## config.mk

```make
export PLATFORM = sky130hd
export DESIGN_NAME = fetch_unit
export DESIGN_NICKNAME = d
export VERILOG_FILES = /design/src/rtl/microprocessor_pkg.sv /design/src/rtl/fetch_unit_pc_next.sv /design/src/rtl/fetch_unit.sv
export SDC_FILE = /design/constraint.sdc
export NUM_CORES = 1
export LEC_CHECK = 0
export BUFFER_PORTS_ARGS = -buffer_cell sky130_fd_sc_hd__buf_2
export CORE_MARGIN = 8
export CORE_UTILIZATION = 54
export DETAILED_ROUTE_END_ITERATION = 7
export HOLD_SLACK_MARGIN = 0.15
export PLACE_DENSITY_LB_ADDON = 0.05
export SETUP_SLACK_MARGIN = 0.3
export SLEW_MARGIN = 20
export SYNTH_ARGS = -nofsm -noshare
export SYNTH_HDL_FRONTEND = slang
export SYNTH_SLANG_ARGS = --single-unit
```

## constraint.sdc

```tcl
create_clock -name clk -period 6.4 [get_ports clk]
set_input_delay 1.6 -clock clk [delete_from_list [all_inputs] [get_ports clk]]
set_output_delay 1.6 -clock clk [all_outputs]
set_load 0.02 [all_outputs]
```

## src/rtl/microprocessor_pkg.sv

```systemverilog
// -----------------------------------------------------------------------------
// microprocessor_pkg
// Shared definitions for the microprocessor: opcode constants, control-word
// bit positions, PC-source (PCMUX) encodings and the fetch-stage state type.
// No ports; imported by fetch_unit and pc_next.
// -----------------------------------------------------------------------------
package microprocessor_pkg;

    // Opcode occupies the top nibble of the instruction register.
    localparam logic [3:0] OP_NOP = 4'b1110;

    // Control-word bit positions used by the fetch stage.
    localparam int CTRL_PCLOAD   = 0;
    localparam int CTRL_MUX1     = 1;
    localparam int CTRL_MUX2     = 2;
    localparam int CTRL_BRANCHE  = 3;
    localparam int CTRL_BRANCHNE = 4;

    // PC source select, {MUX2, MUX1}.
    typedef enum logic [1:0] {
        PC_INC = 2'b00,
        PC_BR  = 2'b01,
        PC_JMP = 2'b10,
        PC_JR  = 2'b11
    } pcmux_e;

    typedef enum logic [1:0] {
        ST_FETCH = 2'b00,
        ST_EXEC  = 2'b01,
        ST_HALT  = 2'b10
    } fetch_state_e;

endpackage

```

## src/rtl/fetch_unit_pc_next.sv

```systemverilog
// -----------------------------------------------------------------------------
// pc_next
// Combinational next-PC selection and branch-taken evaluation.
// Ports:
//   i_pc        current program counter
//   i_ir_lo     IR[11:0]; [11:0] is the jump target, [5:0] the branch offset
//   i_pcmux     PC source select
//   i_branche   branch if ALU zero
//   i_branchne  branch if ALU non-zero
//   i_alu_zero  ALU zero flag
//   i_jr_addr   register target for JR
//   o_pc_inc    PC+1 (also the JAL link address)
//   o_next_pc   selected next PC
// All arithmetic wraps modulo 2^PC_W.
// -----------------------------------------------------------------------------
module pc_next
    import microprocessor_pkg::*;
#(
    parameter int PC_W = 16
) (
    input  logic [PC_W-1:0] i_pc,
    input  logic [11:0]     i_ir_lo,
    input  pcmux_e          i_pcmux,
    input  logic            i_branche,
    input  logic            i_branchne,
    input  logic            i_alu_zero,
    input  logic [PC_W-1:0] i_jr_addr,
    output logic [PC_W-1:0] o_pc_inc,
    output logic [PC_W-1:0] o_next_pc
);

    logic            w_taken;
    logic [PC_W-1:0] w_offset;
    logic [PC_W-1:0] w_target;

    assign o_pc_inc = i_pc + PC_W'(1);
    assign w_taken  = (i_branche & i_alu_zero) | (i_branchne & ~i_alu_zero);
    // Sign-extended 6-bit offset; negative offsets wrap through zero.
    assign w_offset = {{(PC_W-6){i_ir_lo[5]}}, i_ir_lo[5:0]};
    assign w_target = {{(PC_W-12){1'b0}}, i_ir_lo};

    always_comb begin
        o_next_pc = o_pc_inc;
        case (i_pcmux)
            PC_INC: o_next_pc = o_pc_inc;
            PC_BR:  o_next_pc = w_taken ? (o_pc_inc + w_offset) : o_pc_inc;
            PC_JMP: o_next_pc = w_target;
            PC_JR:  o_next_pc = i_jr_addr;
            default: o_next_pc = o_pc_inc;
        endcase
    end

endmodule

```

## src/rtl/fetch_unit.sv

```systemverilog
// -----------------------------------------------------------------------------
// fetch_unit
// Instruction fetch / program-counter stage. Owns PC and IR, fetches over a
// req/ack handshake, presents the opcode, computes the next PC from the
// control word and stops on HLT (PCLOAD=0 in EXEC).
// Ports:
//   clk, rst                 clock, synchronous active-high reset
//   imem_req/imem_addr       fetch request and address (= PC)
//   imem_ack/imem_rdata      memory handshake and returned instruction
//   opcode, instr            IR top nibble and full IR
//   ctrl, alu_zero, jr_addr  control word, ALU zero flag, JR target
//   exec_en                  one-cycle execute pulse
//   link_addr                PC+1 for JAL write-back
//   halted                   high while halted
//   resume                   (FETCH_RESUME_EN only) leave HALT at PC+1
// Build option: define FETCH_RESUME_EN to add the resume input.
// -----------------------------------------------------------------------------
module fetch_unit
    import microprocessor_pkg::*;
#(
    parameter int          PC_W     = 16,
    parameter int          INSTR_W  = 16,
    parameter int unsigned RESET_PC = 0
) (
    input  logic               clk,
    input  logic               rst,
    output logic               imem_req,
    output logic [PC_W-1:0]    imem_addr,
    input  logic               imem_ack,
    input  logic [INSTR_W-1:0] imem_rdata,
    output logic [3:0]         opcode,
    output logic [INSTR_W-1:0] instr,
    input  logic [15:0]        ctrl,
    input  logic               alu_zero,
    input  logic [PC_W-1:0]    jr_addr,
    output logic               exec_en,
    output logic [PC_W-1:0]    link_addr,
    output logic               halted
`ifdef FETCH_RESUME_EN
    ,
    input  logic               resume
`endif
);

    localparam logic [INSTR_W-1:0] IR_RESET = {OP_NOP, {(INSTR_W-4){1'b0}}};

    fetch_state_e       r_state;
    logic [PC_W-1:0]    r_pc;
    logic [INSTR_W-1:0] r_ir;
    logic [PC_W-1:0]    w_next_pc;
    logic [PC_W-1:0]    w_pc_inc;
    logic               w_unused_ctrl;

    // Control bits above BRANCHNE belong to the datapath, not this stage.
    assign w_unused_ctrl = &{1'b0, ctrl[15:5]};

    pc_next #(
        .PC_W (PC_W)
    ) u_pc_next (
        .i_pc       (r_pc),
        .i_ir_lo    (r_ir[11:0]),
        .i_pcmux    (pcmux_e'(ctrl[CTRL_MUX2:CTRL_MUX1])),
        .i_branche  (ctrl[CTRL_BRANCHE]),
        .i_branchne (ctrl[CTRL_BRANCHNE]),
        .i_alu_zero (alu_zero),
        .i_jr_addr  (jr_addr),
        .o_pc_inc   (w_pc_inc),
        .o_next_pc  (w_next_pc)
    );

    always_ff @(posedge clk) begin
        if (rst) begin
            r_state <= ST_FETCH;
            r_pc    <= PC_W'(RESET_PC);
            r_ir    <= IR_RESET;
        end else begin
            case (r_state)
                ST_FETCH: begin
                    if (imem_ack) begin
                        r_ir    <= imem_rdata;
                        r_state <= ST_EXEC;
                    end
                end
                ST_EXEC: begin
                    if (ctrl[CTRL_PCLOAD]) begin
                        r_pc    <= w_next_pc;
                        r_state <= ST_FETCH;
                    end else begin
                        r_state <= ST_HALT;
                    end
                end
                ST_HALT: begin
`ifdef FETCH_RESUME_EN
                    // Continue with the instruction after the HLT.
                    if (resume) begin
                        r_pc    <= w_pc_inc;
                        r_state <= ST_FETCH;
                    end
`endif
                end
                default: r_state <= ST_FETCH;
            endcase
        end
    end

    // Request is gated by rst so it drops in the same cycle reset is raised.
    assign imem_req  = (r_state == ST_FETCH) && !rst;
    assign imem_addr = r_pc;
    assign opcode    = r_ir[INSTR_W-1 -: 4];
    assign instr     = r_ir;
    assign exec_en   = (r_state == ST_EXEC);
    assign halted    = (r_state == ST_HALT);
    assign link_addr = w_pc_inc;

endmodule

```

-- After elaboration in Yosys (flattened, before gate mapping)
Index checks and enable logic that the tools add are counted.
- divide/modulo/power cells: 0
- bitwise operators: 5
- order comparisons: 0
- shift operators: 0
- add/subtract/negate cells: 2
- eq/ne operators: 6
- mux-type cells: 5
- reduce and logical (&&, ||, !) cells: 7
- multipliers: 0
- operators with widths (kind ; number):
    16-bit case mux with 4 select lines ; 1
    16-bit by 1-bit adder with 16-bit output (second input constant) ; 1
    16-bit adder ; 1
    16-bit two-way mux ; 1
    2-bit equality test (second input constant) ; 3
    2-bit case mux with 3 select lines ; 1
    2-bit AND reduction ; 3
    2-bit by 1-bit equality test with 1-bit output (second input constant) ; 2
    2-bit zero test ; 2
    2-bit two-way mux ; 2
    1-bit bitwise AND ; 2
    2-bit != test (second input constant) ; 1
    1-bit NOT ; 2
    1-bit logical AND ; 1
    1-bit zero test ; 1
    1-bit OR ; 1
- memory bits (read-only): 0
- logic and storage cells: 28
- input bits: 52
- bits in latches: 0
- memories kept: 0
- register bits after elaboration: 34
- bits in writable memories: 0

-- Longest topological paths before layout
- depth after elaboration: 5
- gate-level depth with buffers: 13
- mapped depth without buffers: 13

-- Modules after synthesis
Synthesis repeated with hierarchy kept, for this count alone.
- cell total of the unflattened synthesis: 370
- area total of the unflattened synthesis: 3075.4 um^2
- by module, submodules not included (module ; sequential area each (um^2) ; area each (um^2) ; instances ; cells each):
    fetch_unit ; 680.7 ; 1554.0 ; 1 ; 153
    pc_next ; 0.0 ; 1521.5 ; 1 ; 217

-- Least setup slack after synthesis
No wires, ideal clock.
- path kind: input port to output port
- from: in rst
- to: out imem_req
- data required time: 4.800 ns
- arrival time: 2.278 ns
- stages: 2
- slack: 2.522 ns
- buffers on the path: 1
- path through: clkbuf_1 > nor3_1
- cells in the longest elaborated chain, start to end: 2
- ends and longest elaborated chain (item ; line ; text):
    start, declared ; fetch_unit.sv:26 ; input logic rst,
    1-bit zero test ; fetch_unit.sv:107 ; assign imem_req = (r_state == ST_FETCH) && !rst;
    1-bit logical AND ; fetch_unit.sv:107 ;
    end, declared ; fetch_unit.sv:27 ; output logic imem_req,
No other way between the ends.

-- Worst setup path after layout
- from: reg r_pc[0], in the netlist imem_addr[0]
- to: out link_addr[10]
- cells in the longest elaborated chain, start to end: 1
- ends and longest elaborated chain (item ; line ; text):
    start, declared ; fetch_unit.sv:48 ; logic [PC_W-1:0] r_pc;
    start signal, assigned ; fetch_unit.sv:74 ; r_pc <= PC_W'(RESET_PC);
    start signal, assigned ; fetch_unit.sv:86 ; r_pc <= w_next_pc;
    16-bit by 1-bit adder with 16-bit output ; fetch_unit_pc_next.sv:36 ; assign o_pc_inc = i_pc + PC_W'(1);
    end, declared ; fetch_unit.sv:37 ; output logic [PC_W-1:0] link_addr,
No other way between the ends.

==> out/results.tsv <==
metric	value	unit
htreeDepth	2	
clock.fmax	0.254	GHz
synthFlopType	dfxtp_1	
hold_viol_final	0	
track_usage	22.4	%
switchingPower	0.200	mW
crit_start	imem_addr[0]	
cp-end-kind	primary output	
min_path_type	reg -> reg	
dr.pass1.iters	5	
sequentialPowerShare	41.7	%
r2r_start	imem_addr[0]	
pwr-share-clk	30.8	%
start_kind	register	
dieArea	7650	sq um
async_reset_ff_share	0	%
clock_sinks	34	
cp_common_cell	nand3_1	
nFillCells	504	
fin_crit_sh	61.5	%
slowest_stage	dfxtp_1	
start_util	55.0	%
cts_root_buffer	clkbuf_8	
drv_cap	0	
drt_drc_violations_left	0	
worstPathCellList	ha_1 > nand3_1 > nor2_1 > nand3_1 > xnor2_1 > buf_2	
cts_tree	yes	
synth_cell_types	61	
status	finished clean	
synthesis.nets	429	
clockBufferDepth	2	
critPathKind	reg -> out	
p_leak	1.60	nW
overflow	0	
p_sw_share	35.1	%
rows	26	
drt_iter0_drc	142	
tns	0	ns
crit_fanout	7	
ys_seq_area_share	24.7	%
arrival	2.34	ns
die_height	87.5	um
nets	513	
coreArea	5010	sq um
ant_nets	0	
cts_setup_buffers	0	
cts_hold_buf	0	
ir_drop	0.114	mV
die_w	87.5	um
cp.required	4.80	ns
grt_pass1_vias	2880	
wl_per_cell	16.8	um
ys_warn_count	0	
synthCells	355	
clkTransAtPathRegs	0.07	ns
antenna_found_initial	0	
setup_viol	0	
wl	8560	um
avgViaCountPerCell	5.75	
vias	2935	
combinationalPowerShare	27.5	%
synth_edf_count	0	
cts_resized	0	
ys_ff_latch	34	
drive_above_1_share	26.8	%
synth_area	2760	sq um
clock_latency	0.29	ns
tightest_slew	0.957	ns
area.growth.synth_to_final	20.6	%
rsz0062_at_grt	no	
p_int	0.369	mW
min_period	3.94	ns
max_stage_delay	0.47	ns
drv_slew	0	
cellPowerDensity	171	nW/um^2
setup_ws	2.46	ns
avgSynthCellArea	7.77	sq um
dpl.hpwl	6740	um
grt_max_degree	27	
dp_worst_setup_slack	2.50	ns
pin_count	107	
port_buffers	95	
place_congestion	0.869	
max_slew_margin	36.1	%
numCtsBuffers	5	
power	0.568	mW
clock-skew-final	0.00709	ns
grt_pass1_wl	13700	um
antennaDiodeCount	0	
hp-start	instr[12]	
sequential cells by signal, indices dropped and copies added (netlist names):
| signal | flops |
|---|---|
| imem_addr | 16 |
| r_state | 2 |
| instr | 16 |
layout by cell type (no fill, tap or decap), types with 2 or more instances in the layout:
cell type,instances
nor2b_1,4
a211oi_1,4
o221ai_1,3
xnor2_1,17
and4_1,3
a221oi_1,6
and2_1,5
o31ai_1,2
a21oi_1,36
nand3_1,17
clkbuf_8,6
nand2_1,62
nor3_1,4
and3_1,2
dfxtp_1,34
ha_1,21
nor2_1,17
nand2b_1,3
a21o_1,6
mux2i_1,4
xor2_1,7
nor3b_1,2
o22ai_1,2
o21ai_0,18
a221o_1,3
buf_2,95
inv_1,9
a31oi_1,5
nor4_1,2
o21a_1,2
o211ai_1,4
mux2_2,4
nand4_1,4
power by group through the flow:
stage               Sequential [mW]  Clock, mW  Combinational [mW]
floorplan                     0.252          0              0.0948
global placement              0.241          0               0.154
detailed placement            0.242          0               0.157
CTS                           0.237      0.178               0.157
global route                  0.239      0.188               0.171
finish                        0.237      0.175               0.156
cells in the mapped netlist (2+ instances only):
library cell,n,area share [%]
and3_1,2,0.45
o22ai_1,2,0.45
nand3_1,17,3.1
nor3_1,4,0.73
nand2_1,62,8.4
nor2_1,17,2.3
and4_1,3,0.95
buf_4,4,1.1
o31ai_1,2,0.54
clkbuf_1,10,1.4
and2_1,5,1.1
mux2_2,4,1.6
a31oi_1,5,1.1
o221ai_1,3,0.95
nor4_1,2,0.45
a221oi_1,6,1.9
o21ai_0,18,3.3
inv_1,9,1.2
mux2i_1,4,1.5
o211ai_1,4,1.1
a21oi_1,36,6.5
a211oi_1,4,1.1
a21o_1,6,1.6
ha_1,21,9.5
xnor2_1,17,5.4
dfxtp_1,34,25
buf_2,2,0.36
nor3b_1,2,0.54
a221o_1,3,1.1
nand4_1,4,0.91
o21a_1,2,0.54
xor2_1,7,2.2
nor2b_1,4,0.91
nand2b_1,3,0.68
worst paths after layout:
path,to,slack (ns),cells after the start
hold / removal,instr[12],0.47,2
setup reg to reg,imem_addr[15],2.93,13
hold reg to reg,instr[12],0.47,2
setup / recovery,link_addr[10],2.46,6
layer usage:
metal / GRT usage [%] / vias up / share of wire, %
met3: 4.25 / 18 / 5.3
met4: 7.81 / 0 / 2.2
met1: 26.2 / 1369 / 43
li1: - / 1458 / -
met5: 0 / - / 0
met2: 39.4 / 90 / 50
layout make-up:
| class | instances | area [sq um] | share of cell area (%) |
|---|---|---|---|
| multi-input combinational | 294 | 1950 | 58.7 |
| sequential | 34 | 681 | 20.5 |
| timing repair buffer | 95 | 475 | 14.3 |
| tap | 70 | 87.6 | 2.63 |
| clock buffer | 6 | 82.6 | 2.48 |
| inverter | 9 | 33.8 | 1.02 |
| clock inverter | 2 | 12.5 | 0.376 |
per-stage QoR:
stage	util [%]	instance area [sq um]	instances	hold WS, ns
after floorplan	-	2760	355	0.544
after global placement	64.5	3230	502	0.451
after detailed placement	64.5	3230	502	0.458
after CTS	66.4	3330	510	0.469
after global routing	66.4	3330	510	0.495
final	66.4	3330	510	0.467
worst max-delay path: cells and delay by family, from the launching register on:
family                     cells  cell delay (ns)
buffers and inverters          1             0.26
and+or+nand+nor                3             0.62
xor gates and xnor gates       1             0.42
adders and majority gates      1             0.28
DFF                            1             0.47
logic make-up (layout without fill, tap and decap cells):
kind of cell,count (synthesis),count (layout),synth area share [%]
compound gates,103,103,24.5
xor+xnor,26,26,8.80
fa+ha+maj,22,22,10.3
buf+inv,27,112,4.45
flops,34,34,24.7
mux,9,9,3.90
simple gates,134,134,23.4
Note: power is estimated with default switching activity, not from simulation.
